**src/rtl/serialize_arbiter.sv**
```systemverilog
`default_nettype none
// ============================================================================
// Module   : serialize_arbiter
// Purpose  : Round-robin arbiter sharing one wide-to-narrow serializer among
//            N channels; each beat is tagged {last, id, chunk}.
// Revision : 1.0 - initial release
// ============================================================================
module serialize_arbiter #(
    parameter  int N      = 2,
    parameter  int DIN    = 16,
    parameter  int RETURN = 4,
    localparam int CHUNKS = DIN / RETURN,
    localparam int CNT_W  = (CHUNKS > 1) ? $clog2(CHUNKS) : 1,
    localparam int ID_W   = (N > 1) ? $clog2(N) : 1,
    localparam int DOUT_W = RETURN + ID_W + 1
) (
    input  logic                clk,
    input  logic                rst,
    input  logic [N*DIN-1:0]    din_data,
    input  logic [N-1:0]        din_valid,
    output logic [N-1:0]        din_ready,
    output logic [DOUT_W-1:0]   dout_data,
    output logic                dout_valid,
    input  logic                dout_ready,
    output logic                busy
);

    typedef enum logic [0:0] {
        IDLE = 1'b0,
        SEND = 1'b1
    } state_t;

    state_t              r_state;
    state_t              w_state_nxt;
    logic [ID_W-1:0]     r_sel;
    logic [ID_W-1:0]     w_sel_nxt;
    logic [ID_W-1:0]     r_ptr;
    logic [ID_W-1:0]     w_ptr_nxt;
    logic [CNT_W-1:0]    r_cnt;
    logic [CNT_W-1:0]    w_cnt_nxt;
    logic [ID_W-1:0]     w_grant;
    logic [DIN-1:0]      w_word;
    logic [RETURN-1:0]   w_chunk;
    logic                w_sel_valid;
    logic                w_last;
    logic                w_fire;
    logic                w_any;

    always_comb begin
        w_word      = '0;
        w_sel_valid = 1'b0;
        for (int i = 0; i < N; i++) begin
            if (r_sel == ID_W'(i)) begin
                w_word      = din_data[i*DIN +: DIN];
                w_sel_valid = din_valid[i];
            end
        end
        w_chunk = '0;
        for (int c = 0; c < CHUNKS; c++) begin
            if (r_cnt == CNT_W'(c)) begin
                w_chunk = w_word[c*RETURN +: RETURN];
            end
        end
    end

    // Second pass overrides the first only when a requester exists at or
    // above ptr, giving the circular scan ptr..N-1, 0..ptr-1.
    always_comb begin
        w_grant = '0;
        for (int i = N - 1; i >= 0; i--) begin
            if (din_valid[i]) begin
                w_grant = ID_W'(i);
            end
        end
        for (int i = N - 1; i >= 0; i--) begin
            if (din_valid[i] && (ID_W'(i) >= r_ptr)) begin
                w_grant = ID_W'(i);
            end
        end
    end

    assign w_any      = |din_valid;
    assign w_last     = (r_cnt == CNT_W'(CHUNKS - 1));
    assign busy       = (r_state == SEND);
    assign dout_valid = (r_state == SEND) && w_sel_valid;
    assign w_fire     = dout_valid && dout_ready;
    assign dout_data  = {w_last, r_sel, w_chunk};

    always_comb begin
        for (int i = 0; i < N; i++) begin
            din_ready[i] = (r_state == SEND) && (r_sel == ID_W'(i)) && dout_ready && w_last;
        end
    end

    always_comb begin
        w_state_nxt = r_state;
        w_sel_nxt   = r_sel;
        w_cnt_nxt   = r_cnt;
        w_ptr_nxt   = r_ptr;
        case (r_state)
            IDLE: begin
                if (w_any) begin
                    w_sel_nxt   = w_grant;
                    w_cnt_nxt   = '0;
                    w_state_nxt = SEND;
                end
            end
            SEND: begin
                if (w_fire) begin
                    if (w_last) begin
                        w_cnt_nxt   = '0;
                        w_ptr_nxt   = (r_sel == ID_W'(N - 1)) ? '0 : r_sel + ID_W'(1);
                        w_state_nxt = IDLE;
                    end else begin
                        w_cnt_nxt = r_cnt + CNT_W'(1);
                    end
                end
            end
            default: begin
                w_state_nxt = IDLE;
            end
        endcase
    end

    always_ff @(posedge clk) begin
        if (rst) begin
            r_state <= IDLE;
            r_sel   <= '0;
            r_cnt   <= '0;
            r_ptr   <= '0;
        end else begin
            r_state <= w_state_nxt;
            r_sel   <= w_sel_nxt;
            r_cnt   <= w_cnt_nxt;
            r_ptr   <= w_ptr_nxt;
        end
    end

endmodule
`default_nettype wire

```
**config.mk**
```make
export PLATFORM = sky130hd
export DESIGN_NAME = serialize_arbiter
export DESIGN_NICKNAME = d
export VERILOG_FILES = /design/src/rtl/serialize_arbiter.sv
export SDC_FILE = /design/constraint.sdc
export NUM_CORES = 1
export LEC_CHECK = 0
export ABC_AREA = 0
export ABC_CLOCK_PERIOD_IN_PS = 1850
export BUFFER_PORTS_ARGS = -buffer_cell sky130_fd_sc_hd__buf_2
export CORE_ASPECT_RATIO = 1.1
export CORE_MARGIN = 1.5
export CORE_UTILIZATION = 39
export CTS_CLUSTER_SIZE = 40
export DETAILED_ROUTE_END_ITERATION = 6
export PLACE_DENSITY = 0.78
export SLEW_MARGIN = 10
export SYNTH_ARGS = -nofsm -noshare
export SYNTH_HDL_FRONTEND = slang
export SYNTH_SLANG_ARGS = --single-unit
```
**constraint.sdc**
```tcl
create_clock -name clk -period 1.85 [get_ports clk]
set_input_delay 0.37 -clock clk [delete_from_list [all_inputs] [get_ports clk]]
set_output_delay 0.37 -clock clk [all_outputs]
set_load 0.01 [all_outputs]
```
; Word-level counts from Yosys, hierarchy flattened
; Cells that the tools add are included.
[classes]
n_reduce_logical = 15
muxes = 19
bitwise = 2
n_eq_ne = 5
addsub = 2
order_cmp = 2
[op_table]
columns = op, n
row1 = $mux 16, 1
row2 = $mux 4, 4
row3 = $logic_and 1x1->1, 10
row4 = $mux 1, 9
row5 = $mux 2, 3
row6 = $eq 2x2->1 const B, 2
row7 = $pmux 2 s2, 1
row8 = $reduce_and 2->1, 2
row9 = $reduce_and 3->1, 1
row10 = $add 2x1->2 const B, 1
row11 = $eq 2x1->1 const B, 1
row12 = $ge 1x1->1 const A, 2
row13 = $logic_not 2->1, 1
row14 = $ne 2x1->1 const B, 1
row15 = $ne 2x2->1 const B, 1
row16 = $not 1->1, 2
row17 = $pmux 1 s2, 1
row18 = $reduce_or 2->1, 1
row19 = $add 1x1->1 const B, 1
[totals]
reg_bits = 5
in_bits = 37
output_inout_bits = 10
wordCells = 49

; Longest topological paths before layout
; Gate-level depths: netlist of run 1.
[logic_depth]
word_depth = 5
mapped_depth = 5
depth_no_buf = 5

; Worst setup path before layout of run 1
; OpenSTA, ideal clock, no wires.
[synth_path]
kind = flip-flop to output port
start = reg r_sel
end = out dout_data[1]
required_ns = 1.480
stages_incl_launch_ff = 5
t_arrival_ns = 1.389
path_slack_ns = 0.091
path_buffers = 1
path_cell_list = dfxtp_1 -> buf_6 -> mux2_4 -> a221o_1 -> a22o_1
[synth_between]
elab_chain_len = 5
[synth_lines]
columns = element, line_no
row1 = "start, declared", 35  ; logic [ID_W-1:0] r_sel;
row2 = "start signal, assigned", 133  ; r_sel <= w_sel_nxt;
row3 = $mux 16 (*), 53  ; if (r_sel == ID_W'(i)) begin
row4 = $mux 4 (3 in a row), 60  ; if (r_cnt == CNT_W'(c)) begin
row5 = $mux 4 (*), 60
row6 = "end, declared", 22  ; output logic [DOUT_W-1:0] dout_data,
; Every way passes the cells marked *; elsewhere a longest branch is shown, timed or not.

; Worst setup path in the final report of run 1
; Same ends and word-level chain as after synthesis.

==> results.py, run 1 <==
metrics = {
    "critical_path": {
        "worstPathRequired_ps": 1480,
        "timing.rr.start": "r_sel",
        "r2r_end": "r_cnt[0]",
        "path_class": "reg -> out",
        "crit_buf_inv": 2,
        "critPathSlowestCell": "dfxtp_2",
        "ff2ff_path_depth": 4,
        "ff2ff_setup_slack_ps": 500,
        "arrival_ps": 1690,
        "crit_fanout": 8,
        "crit_chain": "buf_12, mux2_4, a221o_1, a22o_1, buf_2",
        "crit_path_max_incr_delay_ps": 350,
        "critPathCaptureType": "output pin",
        "crit_family": "compound AO/OA/AOI/OAI gates",
        "cp-start-kind": "register",
    },
    "clock_tree": {
        "cts_root_buf": "clkbuf_4",
        "cts_sinks": 5,
        "clkTransAtPathRegs_ps": 40,
        "htree_levels": 1,
        "cts.path.max_buffers": 2,
        "tritoncts": "done",
        "cts_setup_buffers": 0,
        "ctsHoldBuffers": 0,
        "clkLatencyLatePin_ps": 240,
        "cts_made_buffers": 3,
    },
    "cells_and_area": {
        "num-fill-cells": 123,
        "fin_area_um2": 957,
        "syn_to_final_growth_pct": 53.0,
        "nNetsFinal": 158,
        "post-route-util_pct": 66.6,
        "layout_commonest_cell": "buf_2",
        "antenna_cells": 0,
        "layout-drive-gt1-share_pct": 62.9,
        "mostFrequentLayoutCells": "46 x buf_2, 7 x mux2_4, 5 x a21oi_1, 5 x mux2_2",
        "finalNonFillerCells": 132,
    },
    "logic_synthesis": {
        "ys_seq_area_share_pct": 16.0,
        "synthesis.area_um2": 626,
        "syn-mean-instance-area_um2": 9.20,
        "ys_ff_latch": 5,
        "ys_warn_count": 0,
        "syn-num-nets": 109,
        "yosysUniqueCellTypes": 30,
        "synthCells": 68,
    },
    "place": {
        "gp_congestion": 0.740,
        "hpwlAfterDp_um": 1390,
        "placedInstanceArea_um2": 880,
        "port_buffers": 46,
        "pre_cts_ws_ps": -30.7,
        "dpl.cell_count": 128,
    },
    "sta": {
        "slew-limit-headroom_pct": 83.4,
        "fin_crit_sh_pct": 112,
        "final_max_slew_viol_count": 0,
        "final.setup.worst_slack_ps": -213,
        "grt_setup_unrepaired": "true",
        "finalSetupViolations": 4,
        "whs_ps": 357,
        "fin_crit_ps": 2060,
        "clock_skew_ps": 0.431,
        "fmax_mhz": 485,
        "tightest_slew_ps": 248,
        "hold_violations": 0,
    },
    "drt": {
        "avgViaCountPerCell": 5.48,
        "first_pass_iters": 4,
        "avgRoutedWirePerCell_um": 13.4,
        "drt_iter0_markers": 6,
        "drcViolationCount": 0,
        "via_count": 723,
        "postRouteAntennaNets": 0,
        "drt-total-wl_um": 1760,
    },
    "floorplan": {
        "row_count": 14,
        "die_w_um": 41.2,
        "die_area_mm2": 0.00185,
        "io_pins": 47,
        "die_h_um": 45.0,
        "start_util_pct": 43.6,
        "coreArea_mm2": 0.00144,
    },
    "grt": {
        "grt.overflow.total": 0,
        "grt_pass1_vias": 662,
        "grt_pass1_wl_um": 2470,
        "antenna_found_initial": 0,
        "grt_max_degree": 14,
        "gr-usage-all-layers_pct": 19.6,
    },
    "hold_path": {
        "hold_start": "rst",
        "hp-class": "in -> reg",
        "hold_path_depth": 2,
        "hold_end": "r_sel",
    },
    "job": {
        "max_cap_violations": 0,
    },
    "status": {
        "failed_checks": "setup timing",
        "outcome": "finished with violations",
    },
    "power": {
        "ir_drop_v": 0.000270,
        "power_density_mw_per_mm2": 431,
        "p_leak_nw": 0.472,
    },
}
==> cell usage after synthesis, drive strengths merged <==
master / instances / share of area [%]
nor2b: 2 / 2.0
a21oi: 5 / 4.0
mux2i: 4 / 6.4
clkbuf: 1 / 0.60
o21ai: 1 / 0.80
inv: 4 / 2.4
nand3: 1 / 0.80
ha: 4 / 8.0
o2bb2ai: 1 / 1.4
mux2: 13 / 25
a41oi: 1 / 1.4
and3: 1 / 1.0
a2bb2oi: 1 / 1.4
nor2: 2 / 1.2
dfxtp: 5 / 16
a221oi: 2 / 2.8
or3: 1 / 1.0
a221o: 4 / 6.4
a22o: 4 / 5.6
o211ai: 1 / 1.2
nand4: 1 / 1.0
nand2b: 1 / 1.0
buf: 5 / 5.6
and2: 2 / 2.0
o32ai: 1 / 1.4
==> metal layers <==
| metal | up-vias | global-route usage, % | wire length [um] |
|---|---|---|---|
| li1 | 362 | - | - |
| met1 | 319 | 18.5 | 693 |
| met2 | 38 | 37.8 | 883 |
| met3 | 4 | 1.48 | 160 |
| met4 | 0 | 11.6 | 27 |
| met5 | - | 0 | 0 |
==> through the flow <==
step | TNS [ps] | power, W
floorplan | 0 | 0.000206
global placement | -25.2 | 0.000271
CTS | -880 | 0.000419
finish | -825 | 0.000412
detailed placement | -65.0 | 0.000275
global route | -1130 | 0.000437
==> where the power goes <==
group / internal [W] / total, W / switching [W] / leakage, nW
Clock: 0.0000816 / 0.000127 / 0.0000459 / 0.0150
Combinational: 0.000102 / 0.000168 / 0.0000654 / 0.415
Sequential: 0.000111 / 0.000117 / 0.00000601 / 0.0425
Total: 0.000295 / 0.000412 / 0.000117 / 0.472
==> sequential cells by signal, indices dropped and copies added, names as in the netlist <==
register  flops
r_sel         1
r_ptr         1
busy          1
r_cnt         2
==> repair_timing <==
action	4_1_cts	5_1_grt
gates resized for setup	12	5
pin swaps	4	0
setup endpoints to repair	6	6
==> final cells by class <==
type	count	area (um2)	area share [%]
Multi-Input combinational cell	53	513	53.6
Sequential cell	5	106	11.1
Tap cell	16	20.0	2.09
Timing Repair Buffer	50	277	28.9
Clock buffer	4	26.3	2.75
Inverter	4	15.0	1.57
==> worst register-to-register path, stage by stage (launching register included) <==
cell and delay, ps:
dfxtp_2 350, buf_6 120, mux2_2 370, o2bb2ai_1 150, a221oi_1 260
==> worst max-delay path by stage <==
stage	from	end	depth (start not counted)
global placement	r_sel	dout_data[3]	5
CTS	r_sel	dout_data[3]	5
finish	r_sel	dout_data[1]	5
floorplan	r_sel	dout_data[1]	4
global route	r_sel	dout_data[3]	5
detailed placement	r_sel	dout_data[3]	5
==> kinds of logic after synthesis <==
family                   count (synthesis)  share of synthesized area, %
flip-flops                               5                          16.0
adder cells (fa/ha/maj)                  4                          8.00
AND/OR/NAND/NOR                         11                          10.0
multiplexers                            17                          31.0
AO/OA/AOI/OAI                           21                          26.4
buffers and inverters                   10                          8.60
No activity file was read; power rests on OpenSTA's default activity.
==> inputs of run 2 (changes only) <==
==> constraint.sdc (replaced) <==
create_clock -name clk -period 1.85 [get_ports clk]
set_input_delay 0.0925 -clock clk [delete_from_list [all_inputs] [get_ports clk]]
set_output_delay 0.0925 -clock clk [all_outputs]
set_load 0.01 [all_outputs]
==> run 2 against run 1 <==
Total power is 1.1% higher. Critical path type unchanged. Via count up 1.1%. The run now ends clean. Highest routed layer unchanged. Largest power group unchanged. Flip-flop and latch count is the same. Count of clock-buffer cells in the layout stayed put.
==> results.py, run 2 (synthesis results as in run 1) <==
metrics = {
    "floorplan": {
        "coreArea_mm2": 0.00144,
        "die_area_mm2": 0.00185,
        "row_count": 14,
        "io_pins": 47,
        "die_w_um": 41.2,
        "start_util_pct": 43.6,
        "die_h_um": 45.0,
    },
    "cells_and_area": {
        "nNetsFinal": 159,
        "layout.area.seq_um2": 109,
        "top_register": "r_cnt",
        "largest_reg_flops": 2,
        "layout_commonest_cell": "buf_2",
        "num-fill-cells": 131,
        "antenna_cells": 0,
        "mostFrequentLayoutCells": "46 x buf_2, 8 x mux2_2, 5 x a21oi_1",
        "layout-drive-gt1-share_pct": 61.5,
        "multi_input_area_um2": 495,
        "syn_to_final_growth_pct": 53.2,
    },
    "hold_path": {
        "hold_end": "r_sel",
        "hold_path_depth": 2,
        "hp-class": "in -> reg",
        "hold_start": "rst",
    },
    "critical_path": {
        "r2r_end": "r_cnt[0]",
        "crit_path_max_incr_delay_ps": 430,
        "ff2ff_setup_slack_ps": 250,
        "critPathCaptureType": "output pin",
        "crit_buf_inv": 1,
        "worstPathRequired_ps": 1760,
        "crit_chain": "mux2_2, a221o_1, a22o_1, buf_2",
        "path_class": "reg -> out",
        "arrival_ps": 1700,
        "crit_family": "compound AO/OA/AOI/OAI gates",
        "ff2ff_path_depth": 4,
        "crit_fanout": 12,
        "timing.rr.start": "r_sel",
        "critPathSlowestCell": "dfxtp_4",
        "cp-start-kind": "register",
        "cp-startpoint": "r_sel",
    },
    "sta": {
        "hold_violations": 0,
        "tightest_slew_ps": 407,
        "slew-limit-headroom_pct": 72.9,
        "fin_tns_setup_ps": 0,
        "fin_crit_ps": 1790,
        "grt_setup_unrepaired": "false",
        "fmax_mhz": 559,
        "clock_skew_ps": 2.90,
        "final_max_slew_viol_count": 0,
        "fin_crit_sh_pct": 96.7,
        "finalSetupViolations": 0,
        "whs_ps": 74.7,
    },
    "clock_tree": {
        "cts.path.max_buffers": 2,
        "cts_sinks": 5,
        "clkLatencyLatePin_ps": 250,
        "htree_levels": 1,
        "cts_root_buf": "clkbuf_4",
        "cts_made_buffers": 3,
        "ctsHoldBuffers": 0,
        "clkTransAtPathRegs_ps": 50,
        "tritoncts": "done",
    },
    "grt": {
        "gr-usage-all-layers_pct": 19.8,
        "grt_max_degree": 14,
        "gr-max-usage-layer": "met2",
        "antenna_found_initial": 0,
        "grt.met3_usage_pct": 3.94,
        "grt_pass1_vias": 642,
        "grt.overflow.total": 0,
        "gr-usage-met1_pct": 18.3,
        "use_met2_pct": 40.0,
        "grt_pass1_wl_um": 2520,
    },
    "drt": {
        "via_count": 731,
        "drcViolationCount": 0,
        "drt_iter0_markers": 7,
        "avgRoutedWirePerCell_um": 13.5,
        "avgViaCountPerCell": 5.50,
        "postRouteAntennaNets": 0,
        "first_pass_iters": 2,
        "drt-total-wl_um": 1790,
    },
    "place": {
        "hpwlAfterDp_um": 1310,
        "port_buffers": 46,
        "gp_congestion": 0.729,
    },
    "power": {
        "ir_drop_v": 0.000329,
        "finalPower_w": 0.000417,
        "power_density_mw_per_mm2": 435,
        "p_leak_nw": 0.474,
    },
    "status": {
        "outcome": "finished, final reports clean",
    },
    "job": {
        "max_cap_violations": 0,
    },
}
[run 2: changes by cell type in the layout (fill, tap and decap cells not counted), sizes merged]
cell    before  now
bufbuf       0    1
[run 2: cell type report]
| type | count | share of cell area (%) |
|---|---|---|
| multi-input combinational | 53 | 51.7 |
| timing repair buffer | 51 | 30.5 |
| sequential | 5 | 11.4 |
| clock buffer | 4 | 2.74 |
| tap | 16 | 2.09 |
| inverter | 4 | 1.57 |
[run 2: layer usage]
layer / share of wire [%] / vias up
met3: 9.9 / 2
met4: 1.0 / 0
li1: - / 364
met2: 50 / 38
met1: 39 / 327
met5: 0 / -
[run 2: worst max path at each step]
stage | endpoint | slack [ps] | cells after the start
after floorplan | dout_data[1] | 370 | 4
after global placement | dout_data[3] | 190 | 5
after detailed placement | dout_data[0] | 180 | 5
after CTS | dout_data[2] | 3 | 6
after global routing | dout_data[0] | 5 | 6
final | dout_data[3] | 60 | 4
[run 2: repair_timing]
action	4_1_cts	5_1_grt
setup buffers	2	2
pin swaps	0	1
endpoints found under the setup margin	4	4
resized for setup	2	10
endpoints found under the hold margin	0	0
cloned	1	0
[run 2: through the flow]
| stage | cell area [um2] | utilization [%] | instances | setup slack, ps |
|---|---|---|---|---|
| 3_5_place_dp | 857 | 59.7 | 125 | 178 |
| 4_1_cts | 935 | 65.1 | 132 | 3.47 |
| 3_3_place_gp | 857 | 59.7 | 125 | 194 |
| 2_1_floorplan | 626 | - | 68 | 369 |
| 5_1_grt | 958 | 66.7 | 133 | 5.02 |
| 6_report | 958 | 66.7 | 133 | 60.6 |
[run 2: where the power goes]
| part | total [W] | internal (W) | switching [W] |
|---|---|---|---|
| Sequential | 0.000119 | 0.000111 | 0.00000863 |
| Clock | 0.000134 | 0.0000820 | 0.0000521 |
| Combinational | 0.000164 | 0.000102 | 0.0000618 |
| Total | 0.000417 | 0.000295 | 0.000123 |
==> inputs of run 3 (changes only) <==
--- a/config.mk
+++ b/config.mk
@@ -9,7 +9,7 @@
 export ABC_CLOCK_PERIOD_IN_PS = 1850
 export BUFFER_PORTS_ARGS = -buffer_cell sky130_fd_sc_hd__buf_2
 export CORE_ASPECT_RATIO = 1.1
-export CORE_MARGIN = 1.5
+export CORE_MARGIN = 2
 export CORE_UTILIZATION = 39
 export CTS_CLUSTER_SIZE = 40
 export DETAILED_ROUTE_END_ITERATION = 6
==> run 3 against run 2 <==
Critical path depth did not move. Sequential share of layout area is 0.83 points higher. Worst hold slack lost 1.7 ps. Register-to-register slack gained 100 ps. Fmax up 0.18%. Final cell count is 1.5% lower. Clock power hardly changed. First-iteration DRC count did not move. Total power fell by 4.1%. Clock skew is 1.4 ps lower. Largest power group unchanged.
==> results.py, run 3 (synthesis results as in run 1) <==
metrics = {
    "grt": {
        "grt_pass1_wl_um": 2520,
        "grt.overflow.total": 0,
        "grt_max_degree": 14,
        "grt_pass1_vias": 598,
        "antenna_found_initial": 0,
        "gr-usage-all-layers_pct": 17.3,
    },
    "clock_tree": {
        "ctsHoldBuffers": 0,
        "clkTransAtPathRegs_ps": 50,
        "cts.path.max_buffers": 2,
        "cts_setup_buffers": 0,
        "tritoncts": "done",
        "htree_levels": 1,
        "clkLatencyLatePin_ps": 250,
        "cts_made_buffers": 3,
        "cts_sinks": 5,
        "cts_root_buf": "clkbuf_4",
    },
    "drt": {
        "avgRoutedWirePerCell_um": 12.9,
        "avgViaCountPerCell": 5.42,
        "drt-total-wl_um": 1690,
        "postRouteAntennaNets": 0,
        "via_count": 710,
        "drt_iter0_markers": 7,
        "drcViolationCount": 0,
        "first_pass_iters": 2,
    },
    "critical_path": {
        "worstPathRequired_ps": 1760,
        "crit_family": "compound AO/OA/AOI/OAI gates",
        "crit_fanout": 10,
        "ff2ff_setup_slack_ps": 350,
        "critPathCaptureType": "output pin",
        "arrival_ps": 1690,
        "critPathSlowestCell": "dfxtp_4",
        "crit_path_max_incr_delay_ps": 410,
        "path_class": "reg -> out",
        "crit_buf_inv": 1,
        "cp-start-kind": "register",
        "crit_chain": "mux2_2, a221o_1, a22o_1, buf_2",
    },
    "place": {
        "hpwlAfterDp_um": 1370,
        "gp_congestion": 0.747,
        "port_buffers": 46,
        "dpl.cell_count": 127,
        "placedInstanceArea_um2": 853,
    },
    "sta": {
        "final_max_slew_viol_count": 0,
        "whs_ps": 72.9,
        "fin_crit_ps": 1790,
        "finalSetupViolations": 0,
        "slew-limit-headroom_pct": 72.0,
        "fin_crit_sh_pct": 96.5,
        "hold_violations": 0,
        "fmax_mhz": 560,
        "grt_setup_unrepaired": "true",
        "clock_skew_ps": 1.49,
        "tightest_slew_ps": 419,
    },
    "power": {
        "finalPower_w": 0.000400,
        "power_density_mw_per_mm2": 448,
        "ir_drop_v": 0.000309,
        "p_leak_nw": 0.434,
    },
    "floorplan": {
        "die_h_um": 46.0,
        "row_count": 15,
        "io_pins": 47,
        "die_area_mm2": 0.00194,
        "start_util_pct": 40.7,
        "die_w_um": 42.2,
        "coreArea_mm2": 0.00154,
    },
    "job": {
        "max_cap_violations": 0,
    },
    "cells_and_area": {
        "largest_reg_flops": 2,
        "layout_commonest_cell": "buf_2",
        "fin_area_um2": 893,
        "nNetsFinal": 156,
        "mostFrequentLayoutCells": "46 x buf_2, 9 x mux2_2, 5 x a21oi_1",
        "finalNonFillerCells": 131,
        "num-fill-cells": 151,
        "layout-drive-gt1-share_pct": 59.6,
        "syn_to_final_growth_pct": 42.8,
        "top_register": "r_cnt",
        "antenna_cells": 0,
    },
    "hold_path": {
        "hp-class": "in -> reg",
    },
    "status": {
        "outcome": "finished, final reports clean",
    },
}
## run 3: worst paths after layout
check / endpoint / cells after the start / from
max: dout_data[3] / 4 / r_sel
min reg2reg: r_ptr / 2 / r_ptr
min: r_sel / 2 / rst
max reg2reg: r_cnt[0] / 4 / r_sel
## run 3: per-layer routing
layer	global-route usage (%)	vias up	part of all wire [%]
met5	0	-	0
met4	9.38	0	1.4
met3	2.78	2	10
met2	31.4	37	51
met1	19.4	316	37
li1	-	355	-
## run 3: repair_timing
action,CTS,global route
endpoints found under the hold margin,0,0
endpoints found under the setup margin,4,4
gates resized for setup,2,6
## run 3: power by group
group / total (W) / internal (W) / switching, W
logic: 0.000149 / 0.0000900 / 0.0000588
clock network: 0.000133 / 0.0000819 / 0.0000507
registers: 0.000119 / 0.000111 / 0.00000816
## run 3: layout make-up
cell class                 count  area (um2)  share of cell area, %
tap                           17        21.3                   2.38
clock buffer                   4        26.3                   2.94
inverter                       4        15.0                   1.68
sequential                     5         109                   12.2
multi-input combinational     53         477                   53.4
timing repair buffer          48         245                   27.5
## run 3: per-stage QoR
step	setup TNS [ps]	utilization, %	worst slack, ps
floorplan	0	-	369
global placement	0	55.4	157
detailed placement	0	55.4	135
CTS	0	57.3	1.27
global route	-0.783	58.0	-0.783
finish	0	58.0	63.9
